## src/rtl/amiq_dcr_pkg.sv

```systemverilog
// Shared types and limits for the DCR master controller.
package amiq_dcr_pkg;

    typedef enum logic [1:0] {
        ST_IDLE = 2'd0,
        ST_CMD  = 2'd1,
        ST_RSP  = 2'd2
    } state_e;

    localparam int MAX_ADDR_WIDTH      = 32;
    localparam int MIN_ADDR_WIDTH      = 10;
    localparam int MAX_DATA_WIDTH      = 32;
    localparam int MAX_MASTER_ID_WIDTH = 4;

    // Counter width able to hold cycles-1; never below one bit.
    function automatic int cnt_width(input int cycles);
        return (cycles > 2) ? $clog2(cycles) : 1;
    endfunction

endpackage

```

## src/rtl/amiq_dcr_timeout_cnt.sv

```systemverilog
// Down-counter with load, decrement enable and inhibit; holds at zero.
module amiq_dcr_timeout_cnt
    import amiq_dcr_pkg::*;
#(
    parameter int WIDTH = 6
) (
    input  logic             clk,
    input  logic             reset_n,
    input  logic             load,
    input  logic [WIDTH-1:0] load_val,
    input  logic             dec_en,
    input  logic             inhibit,
    output logic             zero
);

    logic [WIDTH-1:0] count_q;

    always_ff @(posedge clk or negedge reset_n) begin
        if (!reset_n) begin
            count_q <= '0;
        end else if (load) begin
            count_q <= load_val;
        end else if (dec_en && !inhibit && (count_q != '0)) begin
            count_q <= count_q - 1'b1;
        end
    end

    assign zero = (count_q == '0);

endmodule

```

## src/rtl/amiq_dcr_master_ctrl.sv

```systemverilog
// DCR bus master: valid/ready request/response to DCR read/write transfers.
// Optional statistics counters enabled by defining AMIQ_DCR_MASTER_STATS_EN.
//
// state | meaning
// IDLE  | waiting for a request; ready only while ack is low
// CMD   | read or write strobe driven from captured request
// RSP   | response held until consumed
module amiq_dcr_master_ctrl
    import amiq_dcr_pkg::*;
#(
    parameter int ADDR_WIDTH      = 32,
    parameter int DATA_WIDTH      = 32,
    parameter int MASTER_ID_WIDTH = 4,
    parameter int TIMEOUT_CYCLES  = 64
) (
    input  logic                       clk,
    input  logic                       reset_n,
    input  logic                       req_valid,
    output logic                       req_ready,
    input  logic                       req_write,
    input  logic [ADDR_WIDTH-1:0]      req_addr,
    input  logic [DATA_WIDTH-1:0]      req_wdata,
    input  logic                       req_priv,
    input  logic [MASTER_ID_WIDTH-1:0] req_master_id,
    output logic                       rsp_valid,
    input  logic                       rsp_ready,
    output logic [DATA_WIDTH-1:0]      rsp_rdata,
    output logic                       rsp_timeout,
    output logic                       read,
    output logic                       write,
    output logic                       privileged,
    output logic [MASTER_ID_WIDTH-1:0] master_id,
    output logic [ADDR_WIDTH-1:0]      a_bus,
    output logic [DATA_WIDTH-1:0]      d_bus_out,
    input  logic                       timeout_wait,
    input  logic                       ack,
    input  logic [DATA_WIDTH-1:0]      d_bus_in
`ifdef AMIQ_DCR_MASTER_STATS_EN
    ,
    output logic [15:0]                stat_xfer_cnt,
    output logic [15:0]                stat_timeout_cnt
`endif
);

    localparam int              CNT_W    = cnt_width(TIMEOUT_CYCLES);
    localparam bit              TMO_EN   = (TIMEOUT_CYCLES != 0);
    localparam logic [CNT_W-1:0] LOAD_VAL = TMO_EN ? CNT_W'(TIMEOUT_CYCLES - 1) : '0;

    state_e                     state_q, state_d;
    logic                       ready_en_q;
    logic                       wr_q, priv_q;
    logic [ADDR_WIDTH-1:0]      addr_q;
    logic [DATA_WIDTH-1:0]      wdata_q;
    logic [MASTER_ID_WIDTH-1:0] mid_q;
    logic [DATA_WIDTH-1:0]      rdata_q;
    logic                       tmo_q;
    logic                       cnt_zero;
    logic                       in_cmd, accept, ack_done, expire;

    assign in_cmd    = (state_q == ST_CMD);
    assign req_ready = ready_en_q && (state_q == ST_IDLE) && !ack;
    assign accept    = req_valid && req_ready;
    assign ack_done  = in_cmd && ack;
    // timeout_wait also blocks expiry so an inhibited counter sitting at zero cannot fire
    assign expire    = TMO_EN && in_cmd && !ack && !timeout_wait && cnt_zero;

    amiq_dcr_timeout_cnt #(.WIDTH(CNT_W)) u_timeout_cnt (
        .clk      (clk),
        .reset_n  (reset_n),
        .load     (accept),
        .load_val (LOAD_VAL),
        .dec_en   (in_cmd && !ack),
        .inhibit  (timeout_wait),
        .zero     (cnt_zero)
    );

    always_ff @(posedge clk or negedge reset_n) begin
        if (!reset_n) begin
            state_q    <= ST_IDLE;
            ready_en_q <= 1'b0;
        end else begin
            state_q    <= state_d;
            ready_en_q <= 1'b1;
        end
    end

    always_comb begin
        state_d = state_q;
        case (state_q)
            ST_IDLE: if (accept)              state_d = ST_CMD;
            ST_CMD:  if (ack_done || expire)  state_d = ST_RSP;
            ST_RSP:  if (rsp_ready)           state_d = ST_IDLE;
            default:                          state_d = ST_IDLE;
        endcase
    end

    always_ff @(posedge clk or negedge reset_n) begin
        if (!reset_n) begin
            wr_q    <= 1'b0;
            priv_q  <= 1'b0;
            addr_q  <= '0;
            wdata_q <= '0;
            mid_q   <= '0;
            rdata_q <= '0;
            tmo_q   <= 1'b0;
        end else begin
            if (accept) begin
                wr_q    <= req_write;
                priv_q  <= req_priv;
                addr_q  <= req_addr;
                wdata_q <= req_wdata;
                mid_q   <= req_master_id;
            end
            if (ack_done) begin
                rdata_q <= wr_q ? '0 : d_bus_in;
                tmo_q   <= 1'b0;
            end else if (expire) begin
                rdata_q <= '0;
                tmo_q   <= 1'b1;
            end else if ((state_q == ST_RSP) && rsp_ready) begin
                rdata_q <= '0;
                tmo_q   <= 1'b0;
            end
        end
    end

    assign read        = in_cmd && !wr_q;
    assign write       = in_cmd && wr_q;
    assign privileged  = in_cmd && priv_q;
    assign master_id   = in_cmd ? mid_q : '0;
    assign a_bus       = in_cmd ? addr_q : '0;
    assign d_bus_out   = (in_cmd && wr_q) ? wdata_q : '0;
    assign rsp_valid   = (state_q == ST_RSP);
    assign rsp_rdata   = rdata_q;
    assign rsp_timeout = tmo_q;

`ifdef AMIQ_DCR_MASTER_STATS_EN
    always_ff @(posedge clk or negedge reset_n) begin
        if (!reset_n) begin
            stat_xfer_cnt    <= '0;
            stat_timeout_cnt <= '0;
        end else begin
            if ((ack_done || expire) && (stat_xfer_cnt != 16'hFFFF)) begin
                stat_xfer_cnt <= stat_xfer_cnt + 16'd1;
            end
            if (expire && (stat_timeout_cnt != 16'hFFFF)) begin
                stat_timeout_cnt <= stat_timeout_cnt + 16'd1;
            end
        end
    end
`endif

endmodule

```

## config.mk

```make
export PLATFORM = sky130hd
export DESIGN_NAME = amiq_dcr_master_ctrl
export DESIGN_NICKNAME = d
export VERILOG_FILES = /design/src/rtl/amiq_dcr_pkg.sv /design/src/rtl/amiq_dcr_timeout_cnt.sv /design/src/rtl/amiq_dcr_master_ctrl.sv
export SDC_FILE = /design/constraint.sdc
export NUM_CORES = 1
export LEC_CHECK = 0
export CAP_MARGIN = 20
export CORE_ASPECT_RATIO = 0.8
export CORE_MARGIN = 2
export CORE_UTILIZATION = 23
export DETAILED_ROUTE_END_ITERATION = 8
export DONT_BUFFER_PORTS = 1
export PLACE_DENSITY = 0.37
export SETUP_SLACK_MARGIN = 0.15
export SLEW_MARGIN = 20
export SYNTH_ARGS = -nofsm -noshare
export SYNTH_HDL_FRONTEND = slang
export SYNTH_HIERARCHICAL = 1
export SYNTH_SLANG_ARGS = --single-unit
export TNS_END_PERCENT = 100
```

## constraint.sdc

```tcl
create_clock -name clk -period 2.8 [get_ports clk]
set_input_delay 0.14 -clock clk [delete_from_list [all_inputs] [get_ports clk]]
set_output_delay 0.14 -clock clk [all_outputs]
set_load 0.02 [all_outputs]
```

==> flow_metrics.env <==
export IMPL_swShare_pct=32.50
export IMPL_p_int_mw=3.497
export IMPL_p_seq_share_pct=51.8
export IMPL_crit_type="flip-flop to flip-flop"
export IMPL_violations="negative hold slack"
export IMPL_drt_total_wl_um=12960
export IMPL_netlist_instances=372
export IMPL_cap_violations=0
export IMPL_io_pins=214
export IMPL_crit_cells=6
export IMPL_hold_buffers=104
export IMPL_coreArea_um2=21740
export IMPL_cts_inserted_buffers=9
export IMPL_cp_arrival_ns=2.42
export IMPL_reg2reg_depth=6
export IMPL_cts_tree="built"
export IMPL_vias=3482
export IMPL_p_leak_nw=3.154
export IMPL_synth_enable_flop_cells=0
export IMPL_drv_slew=0
export IMPL_synth_warnings=6
export IMPL_r2r_setup_slack_ns=0.60
export IMPL_setup_violations=0
export IMPL_hold_viol=112
export IMPL_crit_start="state_q[1]"
export IMPL_crit_path_frequent_cell="inv_1"
export IMPL_cts_root_buf="clkbuf_16"
export IMPL_nNetsFinal=581
export IMPL_rows=48
export IMPL_path_max_fanout=8
export IMPL_power_switching_mw=1.684
export IMPL_die_x_um=171.3
export IMPL_cts_sinks=112
export IMPL_setup_slack_ns=0.6015
export IMPL_rsz0062_at_grt="false"
export IMPL_dp_hpwl_um=8108
export IMPL_gr_total_overflow=0
export IMPL_numPortBuffers=0
export IMPL_finalCritPeriodShare_pct=78.52
export IMPL_min_path_type="primary input to async pin"
export IMPL_p_clk_share_pct=23.8
export IMPL_finalSetupTns_ns=0
export IMPL_critical_path_required_ns=3.02
export IMPL_layout_drive_gt1_share_pct=18.91
export IMPL_grt_start_max_net_pins=113
export IMPL_mostFrequentLayoutCell="dfrtp_1"
export IMPL_final_seq_area_um2=2803
export IMPL_power_mw=5.181
export IMPL_period_minus_slack_ns=2.199
export IMPL_dr_first_iter_drc_count=107
export IMPL_ys_seq_area_share_pct=54.45
export IMPL_diodes=0
export IMPL_status="finished, violations left"
export IMPL_grt_pass1_vias=3654
export IMPL_worst_slew_pin_slew_ns=0.5903
export IMPL_gp_congestion=0.7021
export IMPL_critPathTopFamily="simple AND/OR/NAND/NOR gates"
export IMPL_wl_per_cell_um=16.70
export IMPL_synth_seq_cells=112
export IMPL_drt_drc_violations_left=0
export IMPL_crit_chain="nor4b_4, nand2_4, inv_1, inv_1, o2111a_1, or3_1"
export IMPL_post_route_util_pct=31.15
export IMPL_grt_pass1_wl_um=19890
export IMPL_area_growth_pct=31.58
export IMPL_synthFlopType="dfrtp_1"
export IMPL_slowest_delay_ns=0.56
export IMPL_cp_start_kind="flip-flop"
export IMPL_syn_avg_cell_area_um2=13.84
export IMPL_dp_slack_ns=0.5912
export IMPL_whs_ns=-0.5223
export IMPL_skew_ns=0.007807
export IMPL_htreeDepth=3
export IMPL_ir_worst_vdd_uv=311.8
export IMPL_layout_common_cells="112 x dfrtp_1, 104 x dlygate4sd3_1, 60 x mux2_4, 38 x and2_1"
export IMPL_syn_area_um2=5147
export IMPL_rr_startpoint="state_q[1]"
export IMPL_clock_latency_ns=0.35
export IMPL_comb_power_share_pct=24.4
export IMPL_firstDrtPassIters=4
export IMPL_multiInputGateArea_um2=2187
export IMPL_track_usage_pct=10.96
export IMPL_power_density_nw_per_um2=765.0
export IMPL_synth_cell_types=41
export IMPL_endpoint_kind="flip-flop"
export IMPL_antenna_found_initial=0
export IMPL_clock_path_buffers=2
export IMPL_num_fill_cells=2224
export IMPL_cp_slowest_cell="nor4b_4"
export IMPL_start_util_pct=23.68
export IMPL_fmax_ghz=0.4549
export IMPL_avgViaCountPerCell=4.487
export IMPL_crit_buf_inv=2
export IMPL_clk_pin_slew_worst_paths_ns=0.08
export IMPL_final_antenna_net_count=0
export IMPL_reg2reg_to="u_timeout_cnt/count_q[0]"
export IMPL_dieHeight_um=137.8
export IMPL_slew_limit_headroom_pct=60.64
export IMPL_dieArea_um2=23600
export IMPL_async_reset_ff_share_pct=100.0
==> registers in the layout (all words and copies together), names as in the netlist <==
name / flops
addr_q: 32
rsp_rdata: 32
wdata_q: 32
u_timeout_cnt/count_q: 6
mid_q: 4
state_q: 2
priv_q: 1
ready_en_q: 1
rsp_timeout: 1
wr_q: 1
==> power by group through the flow <==
stage	clock, mW	combinational [mW]	sequential, mW
6_report	1.23	1.26	2.68
5_1_grt	1.39	1.37	2.76
4_1_cts	1.31	1.28	2.68
3_5_place_dp	0	1.16	2.70
3_3_place_gp	0	1.13	2.70
2_1_floorplan	0	1.01	2.60
==> area by class of cell <==
type	instances	share of cell area, %
Sequential cell	112	41.38
Multi-Input combinational cell	230	32.29
Timing Repair Buffer	111	16.33
Tap cell	300	5.542
Clock buffer	11	3.436
Clock inverter	5	0.6281
Inverter	7	0.3880
==> worst max-delay path by stage <==
stage,end
global placement,u_timeout_cnt/count_q[0]
CTS,d_bus_out[1]
floorplan,u_timeout_cnt/count_q[0]
detailed placement,u_timeout_cnt/count_q[0]
global route,u_timeout_cnt/count_q[0]
finish,u_timeout_cnt/count_q[0]
==> kinds of logic after synthesis <==
kind of cell,count (synthesis),share of synthesized area [%]
compound gates,53,9.285
fa+ha+maj,2,0.4861
buf+inv,36,3.841
flops,112,54.45
mux,70,19.69
other cells,1,0.07285
simple gates,98,12.18
==> stage by stage <==
step / instance area [um2] / instances
after global placement: 5456 / 656
after CTS: 6773 / 776
after detailed placement: 5456 / 656
after global routing: 6773 / 776
after floorplan: 5170 / 378
final: 6773 / 776
==> Yosys cell counts (5+ instances only) <==
library cell | n | area [um2]
dfrtp_1 | 112 | 2803
inv_1 | 7 | 26.28
clkbuf_1 | 14 | 52.55
nor2_1 | 5 | 18.77
buf_2 | 8 | 40.04
nor2b_1 | 5 | 31.28
mux2_1 | 8 | 90.09
mux2_4 | 60 | 900.9
a32o_1 | 32 | 320.3
buf_6 | 7 | 78.83
and3_1 | 32 | 200.2
and2_1 | 38 | 237.7
==> routing by layer <==
layer	track usage, %	vias to the layer above	part of all wire (%)
li1	-	1547	-
met1	12.98	1773	43
met2	18.46	149	48
met3	3.907	13	7.7
met4	3.814	0	1.4
met5	0	-	0
==> timing repair <==
action,4_1_cts,5_1_grt
hold endpoints to repair,217,112
resized for setup,0,0
setup buffers,0,0
Power figures use the tool's default switching activity.
